<file path="config.mk">
export PLATFORM = sky130hd
export DESIGN_NAME = mac_array_ctrl_flat
export DESIGN_NICKNAME = d
export VERILOG_FILES = /design/src/rtl/mac_array_ctrl_pkg.sv /design/src/rtl/mac_array_ctrl_if.sv /design/src/rtl/mac_array_ctrl_cnt.sv /design/src/rtl/mac_array_ctrl.sv /design/src/flat_wrapper.sv
export SDC_FILE = /design/constraint.sdc
export NUM_CORES = 1
export LEC_CHECK = 0
export ABC_AREA = 0
export ABC_CLOCK_PERIOD_IN_PS = 8880
export BUFFER_PORTS_ARGS = -buffer_cell sky130_fd_sc_hd__buf_2
export CELL_PAD_IN_SITES_DETAIL_PLACEMENT = 0
export CELL_PAD_IN_SITES_GLOBAL_PLACEMENT = 1
export CORE_MARGIN = 2
export CORE_UTILIZATION = 45
export DETAILED_ROUTE_END_ITERATION = 10
export HOLD_SLACK_MARGIN = 0.02
export MAX_ROUTING_LAYER = met4
export PLACE_DENSITY_LB_ADDON = 0.1
export SLEW_MARGIN = 5
export SYNTH_ARGS = -nofsm -noshare
export SYNTH_HDL_FRONTEND = slang
export SYNTH_HIERARCHICAL = 1
export SYNTH_SLANG_ARGS = --single-unit
</file>
<file path="constraint.sdc">
create_clock -name clk -period 8.88 [get_ports clk]
set_input_delay 2.664 -clock clk [delete_from_list [all_inputs] [get_ports clk]]
set_output_delay 2.664 -clock clk [all_outputs]
set_load 0.005 [all_outputs]
</file>
<file path="src/rtl/mac_array_ctrl_pkg.sv">
// Shared types and constants for the MAC-array sequencer: FSM states,
// west-edge instruction codes and the GAP / DRAIN cycle lengths.
package mac_ctrl_pkg;

    typedef enum logic [2:0] {
        ST_IDLE,
        ST_LOAD,
        ST_GAP,
        ST_EXEC,
        ST_DRAIN,
        ST_DONE
    } state_e;

    localparam logic [1:0] INST_IDLE = 2'b00;
    localparam logic [1:0] INST_LOAD = 2'b01;
    localparam logic [1:0] INST_EXEC = 2'b10;

    localparam int ROW_DEF    = 8;
    localparam int COL_DEF    = 8;
    localparam int LEN_BW_DEF = 8;

    // A kernel load needs one bubble per column to reach the far edge.
    function automatic int gap_cycles(input int col);
        return col;
    endfunction

    // Drain covers the input skew plus partial-sum travel across the array.
    function automatic int drain_cycles(input int row, input int col);
        return row + col;
    endfunction

    localparam int GAP_LEN   = gap_cycles(COL_DEF);
    localparam int DRAIN_LEN = drain_cycles(ROW_DEF, COL_DEF);

endpackage

</file>
<file path="src/rtl/mac_array_ctrl_if.sv">
// Job-request, L0 FIFO and array-edge signals of the MAC-array sequencer.
interface mac_array_ctrl_if
    import mac_ctrl_pkg::*;
#(
    parameter int LEN_BW = LEN_BW_DEF
);
    logic              start;
    logic              mode_os;
    logic [LEN_BW-1:0] exec_len;
    logic              l0_empty;
    logic              l0_rd;
    logic [1:0]        inst_w;
    logic              mode_sel;
    logic              busy;
    logic              done;

    modport master (
        output start, mode_os, exec_len, l0_empty,
        input  l0_rd, inst_w, mode_sel, busy, done
    );

    modport slave (
        input  start, mode_os, exec_len, l0_empty,
        output l0_rd, inst_w, mode_sel, busy, done
    );
endinterface

</file>
<file path="src/rtl/mac_array_ctrl_cnt.sv">
// Clearable up-counter with flags for "count equals term" and
// "next increment reaches term".
module ctrl_cnt #(
    parameter int W = 8
) (
    input  logic         clk,
    input  logic         reset,
    input  logic         clr_i,
    input  logic         en_i,
    input  logic [W-1:0] term_i,
    output logic         tc_o,
    output logic         last_o
);
    logic [W-1:0] cnt_q;
    logic [W-1:0] cnt_d;
    logic [W-1:0] cnt_inc;

    assign cnt_inc = cnt_q + W'(1);

    always_comb begin
        cnt_d = cnt_q;
        if (clr_i) begin
            cnt_d = '0;
        end else if (en_i) begin
            cnt_d = cnt_inc;
        end
    end

    always_ff @(posedge clk) begin
        if (reset) begin
            cnt_q <= '0;
        end else begin
            cnt_q <= cnt_d;
        end
    end

    assign tc_o   = (cnt_q == term_i);
    assign last_o = (cnt_inc == term_i);
endmodule

</file>
<file path="src/rtl/mac_array_ctrl.sv">
// Job sequencer for the MAC array: pops L0 vectors and issues kernel-load /
// execute instructions to the west edge, then drains and pulses done.
module mac_array_ctrl
    import mac_ctrl_pkg::*;
#(
    parameter int ROW    = ROW_DEF,
    parameter int COL    = COL_DEF,
    parameter int LEN_BW = LEN_BW_DEF
) (
    input  logic             clk,
    input  logic             reset,
    mac_array_ctrl_if.slave  bus
);
    localparam logic [LEN_BW-1:0] LOAD_TERM  = LEN_BW'(COL);
    localparam logic [LEN_BW-1:0] GAP_TERM   = LEN_BW'(gap_cycles(COL));
    localparam logic [LEN_BW-1:0] DRAIN_TERM = LEN_BW'(drain_cycles(ROW, COL));

    state_e            state_q, state_d;
    logic [LEN_BW-1:0] len_q, len_d;
    logic              mode_q, mode_d;
    logic [1:0]        inst_q, inst_d;

    logic              pop;
    logic              pop_tc, pop_last;
    logic              tmr_tc, tmr_last;
    logic              state_chg;
    logic [LEN_BW-1:0] pop_term, tmr_term;
    logic              unused_tmr_tc;

    assign unused_tmr_tc = tmr_tc;
    assign state_chg     = (state_d != state_q);
    assign pop_term      = (state_q == ST_LOAD) ? LOAD_TERM : len_q;
    assign tmr_term      = (state_q == ST_GAP)  ? GAP_TERM  : DRAIN_TERM;

    // pop_tc means the pop counter has reached its target: nothing left to pop.
    assign pop = ((state_q == ST_LOAD) || (state_q == ST_EXEC))
                 && !bus.l0_empty && !pop_tc;

    // Both counters restart from zero whenever the FSM changes state.
    ctrl_cnt #(.W(LEN_BW)) u_pop_cnt (
        .clk    (clk),
        .reset  (reset),
        .clr_i  (state_chg),
        .en_i   (pop),
        .term_i (pop_term),
        .tc_o   (pop_tc),
        .last_o (pop_last)
    );

    ctrl_cnt #(.W(LEN_BW)) u_tmr_cnt (
        .clk    (clk),
        .reset  (reset),
        .clr_i  (state_chg),
        .en_i   ((state_q == ST_GAP) || (state_q == ST_DRAIN)),
        .term_i (tmr_term),
        .tc_o   (tmr_tc),
        .last_o (tmr_last)
    );

    always_comb begin
        state_d = state_q;
        len_d   = len_q;
        mode_d  = mode_q;
        inst_d  = INST_IDLE;
        if (pop) begin
            inst_d = (state_q == ST_LOAD) ? INST_LOAD : INST_EXEC;
        end
        case (state_q)
            ST_IDLE: begin
                if (bus.start) begin
                    len_d   = bus.exec_len;
                    mode_d  = bus.mode_os;
                    state_d = bus.mode_os ? ST_EXEC : ST_LOAD;
                end
            end
            ST_LOAD:  if (pop && pop_last) state_d = ST_GAP;
            ST_GAP:   if (tmr_last) state_d = (len_q == '0) ? ST_DRAIN : ST_EXEC;
            // A zero-length OS job leaves EXEC on its first cycle without popping.
            ST_EXEC:  if (pop_tc || (pop && pop_last)) state_d = ST_DRAIN;
            ST_DRAIN: if (tmr_last) state_d = ST_DONE;
            ST_DONE:  state_d = ST_IDLE;
            default:  state_d = ST_IDLE;
        endcase
    end

    always_ff @(posedge clk) begin
        if (reset) begin
            state_q <= ST_IDLE;
            len_q   <= '0;
            mode_q  <= 1'b0;
            inst_q  <= INST_IDLE;
        end else begin
            state_q <= state_d;
            len_q   <= len_d;
            mode_q  <= mode_d;
            inst_q  <= inst_d;
        end
    end

    assign bus.l0_rd    = pop;
    assign bus.inst_w   = inst_q;
    assign bus.mode_sel = mode_q;
    assign bus.busy     = (state_q != ST_IDLE);
    assign bus.done     = (state_q == ST_DONE);
endmodule

</file>
<file path="src/flat_wrapper.sv">
// flat-port wrapper written by rule: the top's interface ports become plain ports
module mac_array_ctrl_flat import mac_ctrl_pkg::*;
#(
    parameter int ROW    = ROW_DEF,
    parameter int COL    = COL_DEF,
    parameter int LEN_BW = LEN_BW_DEF
)
  (clk, reset, bus_start, bus_mode_os, bus_exec_len, bus_l0_empty, bus_l0_rd, bus_inst_w, bus_mode_sel, bus_busy, bus_done);
  mac_array_ctrl_if #(.LEN_BW(LEN_BW)) bus_i ();
  input  logic clk;
  input  logic reset;
  input wire logic [$bits(bus_i.start)-1:0] bus_start;
  input wire logic [$bits(bus_i.mode_os)-1:0] bus_mode_os;
  input wire logic [$bits(bus_i.exec_len)-1:0] bus_exec_len;
  input wire logic [$bits(bus_i.l0_empty)-1:0] bus_l0_empty;
  output wire logic [$bits(bus_i.l0_rd)-1:0] bus_l0_rd;
  output wire logic [$bits(bus_i.inst_w)-1:0] bus_inst_w;
  output wire logic [$bits(bus_i.mode_sel)-1:0] bus_mode_sel;
  output wire logic [$bits(bus_i.busy)-1:0] bus_busy;
  output wire logic [$bits(bus_i.done)-1:0] bus_done;
  assign bus_i.start = bus_start;
  assign bus_i.mode_os = bus_mode_os;
  assign bus_i.exec_len = bus_exec_len;
  assign bus_i.l0_empty = bus_l0_empty;
  assign bus_l0_rd = bus_i.l0_rd;
  assign bus_inst_w = bus_i.inst_w;
  assign bus_mode_sel = bus_i.mode_sel;
  assign bus_busy = bus_i.busy;
  assign bus_done = bus_i.done;
  mac_array_ctrl #(.ROW(ROW), .COL(COL), .LEN_BW(LEN_BW)) u_core (.clk(clk), .reset(reset), .bus(bus_i));
endmodule
</file>
==> results.sh <==
export IMPL_fin_util_pct=52.11
export IMPL_cp_start_kind="input pin"
export IMPL_hold_violations=0
export IMPL_avgSynthCellArea_um2=8.001
export IMPL_power_frac_clock_pct=27.6
export IMPL_chipWidth_um=69.05
export IMPL_max_slew_margin_rel_pct=61.78
export IMPL_wire_per_inst_um=12.93
export IMPL_pwr_share_seq_pct=39.7
export IMPL_gp_congestion=0.8114
export IMPL_cts_root_buf="clkbuf_8"
export IMPL_grt_setup_unrepaired="no"
export IMPL_cpMostUsedCell="buf_2"
export IMPL_io_pins=19
export IMPL_numCtsBuffers=5
export IMPL_power_switching_uw=143.1
export IMPL_ctsHoldBuffers=0
export IMPL_cts_repair_resized=0
export IMPL_yosysWarnings=6
export IMPL_crit_type="in2out"
export IMPL_syn_inst=238
export IMPL_cp_slowest_cell="nor2_1"
export IMPL_hpwlAfterDp_um=3032
export IMPL_grt_pass1_wl_um=6837
export IMPL_io_buffer_count=18
export IMPL_clock_sinks=30
export IMPL_cts_buffer_depth=2
export IMPL_swShare_pct=35.00
export IMPL_antenna_left=0
export IMPL_antenna_cells=0
export IMPL_tightest_slew_ns=0.5680
export IMPL_post_cts_buffers=0
export IMPL_cts_tree="done"
export IMPL_synth_area_um2=1904
export IMPL_final_nets=270
export IMPL_synthToLayoutAreaGrowth_pct=10.25
export IMPL_die_area_um2=4768
export IMPL_vias=1641
export IMPL_power_frac_comb_pct=32.7
export IMPL_worst_ep_required_time_ns=6.22
export IMPL_cts_clk_slew_worst_paths_ns=0.06
export IMPL_hold_slack_ns=0.4679
export IMPL_cp_max_fo=7
export IMPL_antenna_found_initial=0
export IMPL_setup_tns_ns=0
export IMPL_period_minus_slack_ns=6.062
export IMPL_vias_per_cell=5.363
export IMPL_status="complete, no violations"
export IMPL_grt_pass1_vias=1489
export IMPL_dr_pass1_iters=4
export IMPL_drv_slew=0
export IMPL_placementRows=23
export IMPL_initialDrtViolationCount=79
export IMPL_crit_chain="buf_2, nor2_1, buf_2"
export IMPL_htreeDepth=2
export IMPL_drive_above_1_share_pct=16.02
export IMPL_p_leak_uw=0.0008033
export IMPL_setup_viol=0
export IMPL_p_per_area_nw_per_um2=194.7
export IMPL_worstPathArrival_ns=3.40
export IMPL_min_delay_path_class="reg2reg"
export IMPL_grt_usage_pct=18.18
export IMPL_die_y_um=69.05
export IMPL_ir_drop_uv=78.56
export IMPL_gr_total_overflow=0
export IMPL_worstSetupEndpointType="primary output"
export IMPL_drv_cap=0
export IMPL_drcViolationCount=0
export IMPL_grt_max_degree=17
export IMPL_fp_coreArea_um2=4029
export IMPL_initial_core_util_pct=47.27
export IMPL_max_freq_ghz=0.1650
export IMPL_clk_latency_ns=0.28
export IMPL_fin_crit_sh_pct=68.27
export IMPL_cpPeakStageDelay_ns=0.40
export IMPL_drt_total_wl_um=3956
export IMPL_final_setup_skew_ns=0.004884
export IMPL_internal_power_uw=265.7
==> metal layers <==
| metal | up-vias | track usage [%] | part of all wire [%] |
|---|---|---|---|
| met3 | 8 | 4.386 | 2.3 |
| met2 | 12 | 30.02 | 49 |
| li1 | 862 | - | - |
| met5 | - | - | 0 |
| met1 | 759 | 21.54 | 47 |
| met4 | 0 | 6.536 | 1.6 |
==> critical path: cells and delay by family <==
| family | cells | cell delay [ns] |
|---|---|---|
| buffers and inverters | 2 | 0.33 |
| and+or+nand+nor | 1 | 0.40 |
==> registers in the layout, indices dropped and copies added, names as in the netlist <==
register	flops
u_core/bus.mode_sel	1
u_core/u_pop_cnt/cnt_q	8
u_core/bus.inst_w	2
u_core/state_q	3
u_core/u_tmr_cnt/cnt_q	8
u_core/len_q	8
==> layout by cell type (no fill, tap or decap), drive strengths merged, types with 4 or more instances in the layout <==
cell type and n:
nand2 33, or3 6, nand4 8, buf 18, a21oi 16, o21ai 5, dfxtp 30, xor2 15
nand2b 7, nor2b 10, xnor2 12, or2 4, conb 8, clkbuf 7, a31oi 5, nor2 20
and3 5, nor4 4
==> metrics by stage <==
stage	worst slack, ns	power [uW]	area [um^2]	cells
final	2.818	408.7	2100	306
after global placement	2.817	300.6	2008	298
after detailed placement	2.799	301.3	2008	298
after CTS	2.795	416.2	2100	306
after global routing	2.751	438.1	2100	306
after floorplan	3.418	274.7	1931	245
==> power by group through the flow <==
stage          clock network [uW]  registers, uW  logic, uW
6_report                      113            162        134
5_1_grt                       123            165        150
4_1_cts                       117            162        136
3_5_place_dp                    0            165        136
3_3_place_gp                    0            165        135
2_1_floorplan                   0            155        119
==> layout make-up <==
type / instances / area [um^2]
multi-input combinational: 197 / 1241
clock buffer: 7 / 86.33
timing repair buffer: 18 / 90.09
fill: 415 / 1929
clock inverter: 1 / 5.005
inverter: 3 / 13.76
tap: 50 / 62.56
sequential: 30 / 600.6
==> path summary, 6_finish.rpt <==
path	endpoint	slack [ns]	from	cells past startpoint
setup / recovery	bus_l0_rd	2.82	bus_l0_empty	3
hold / removal	u_core/bus.mode_sel$_SDFFE_PP0P_	0.47	u_core/bus.mode_sel$_SDFFE_PP0P_	2
setup reg to reg	u_core/u_pop_cnt/cnt_q[5]$_SDFFE_PP0P_	5.56	u_core/state_q[0]$_SDFF_PP0_	11
hold reg to reg	u_core/bus.mode_sel$_SDFFE_PP0P_	0.47	u_core/bus.mode_sel$_SDFFE_PP0P_	2
Power figures use the tool's default switching activity.
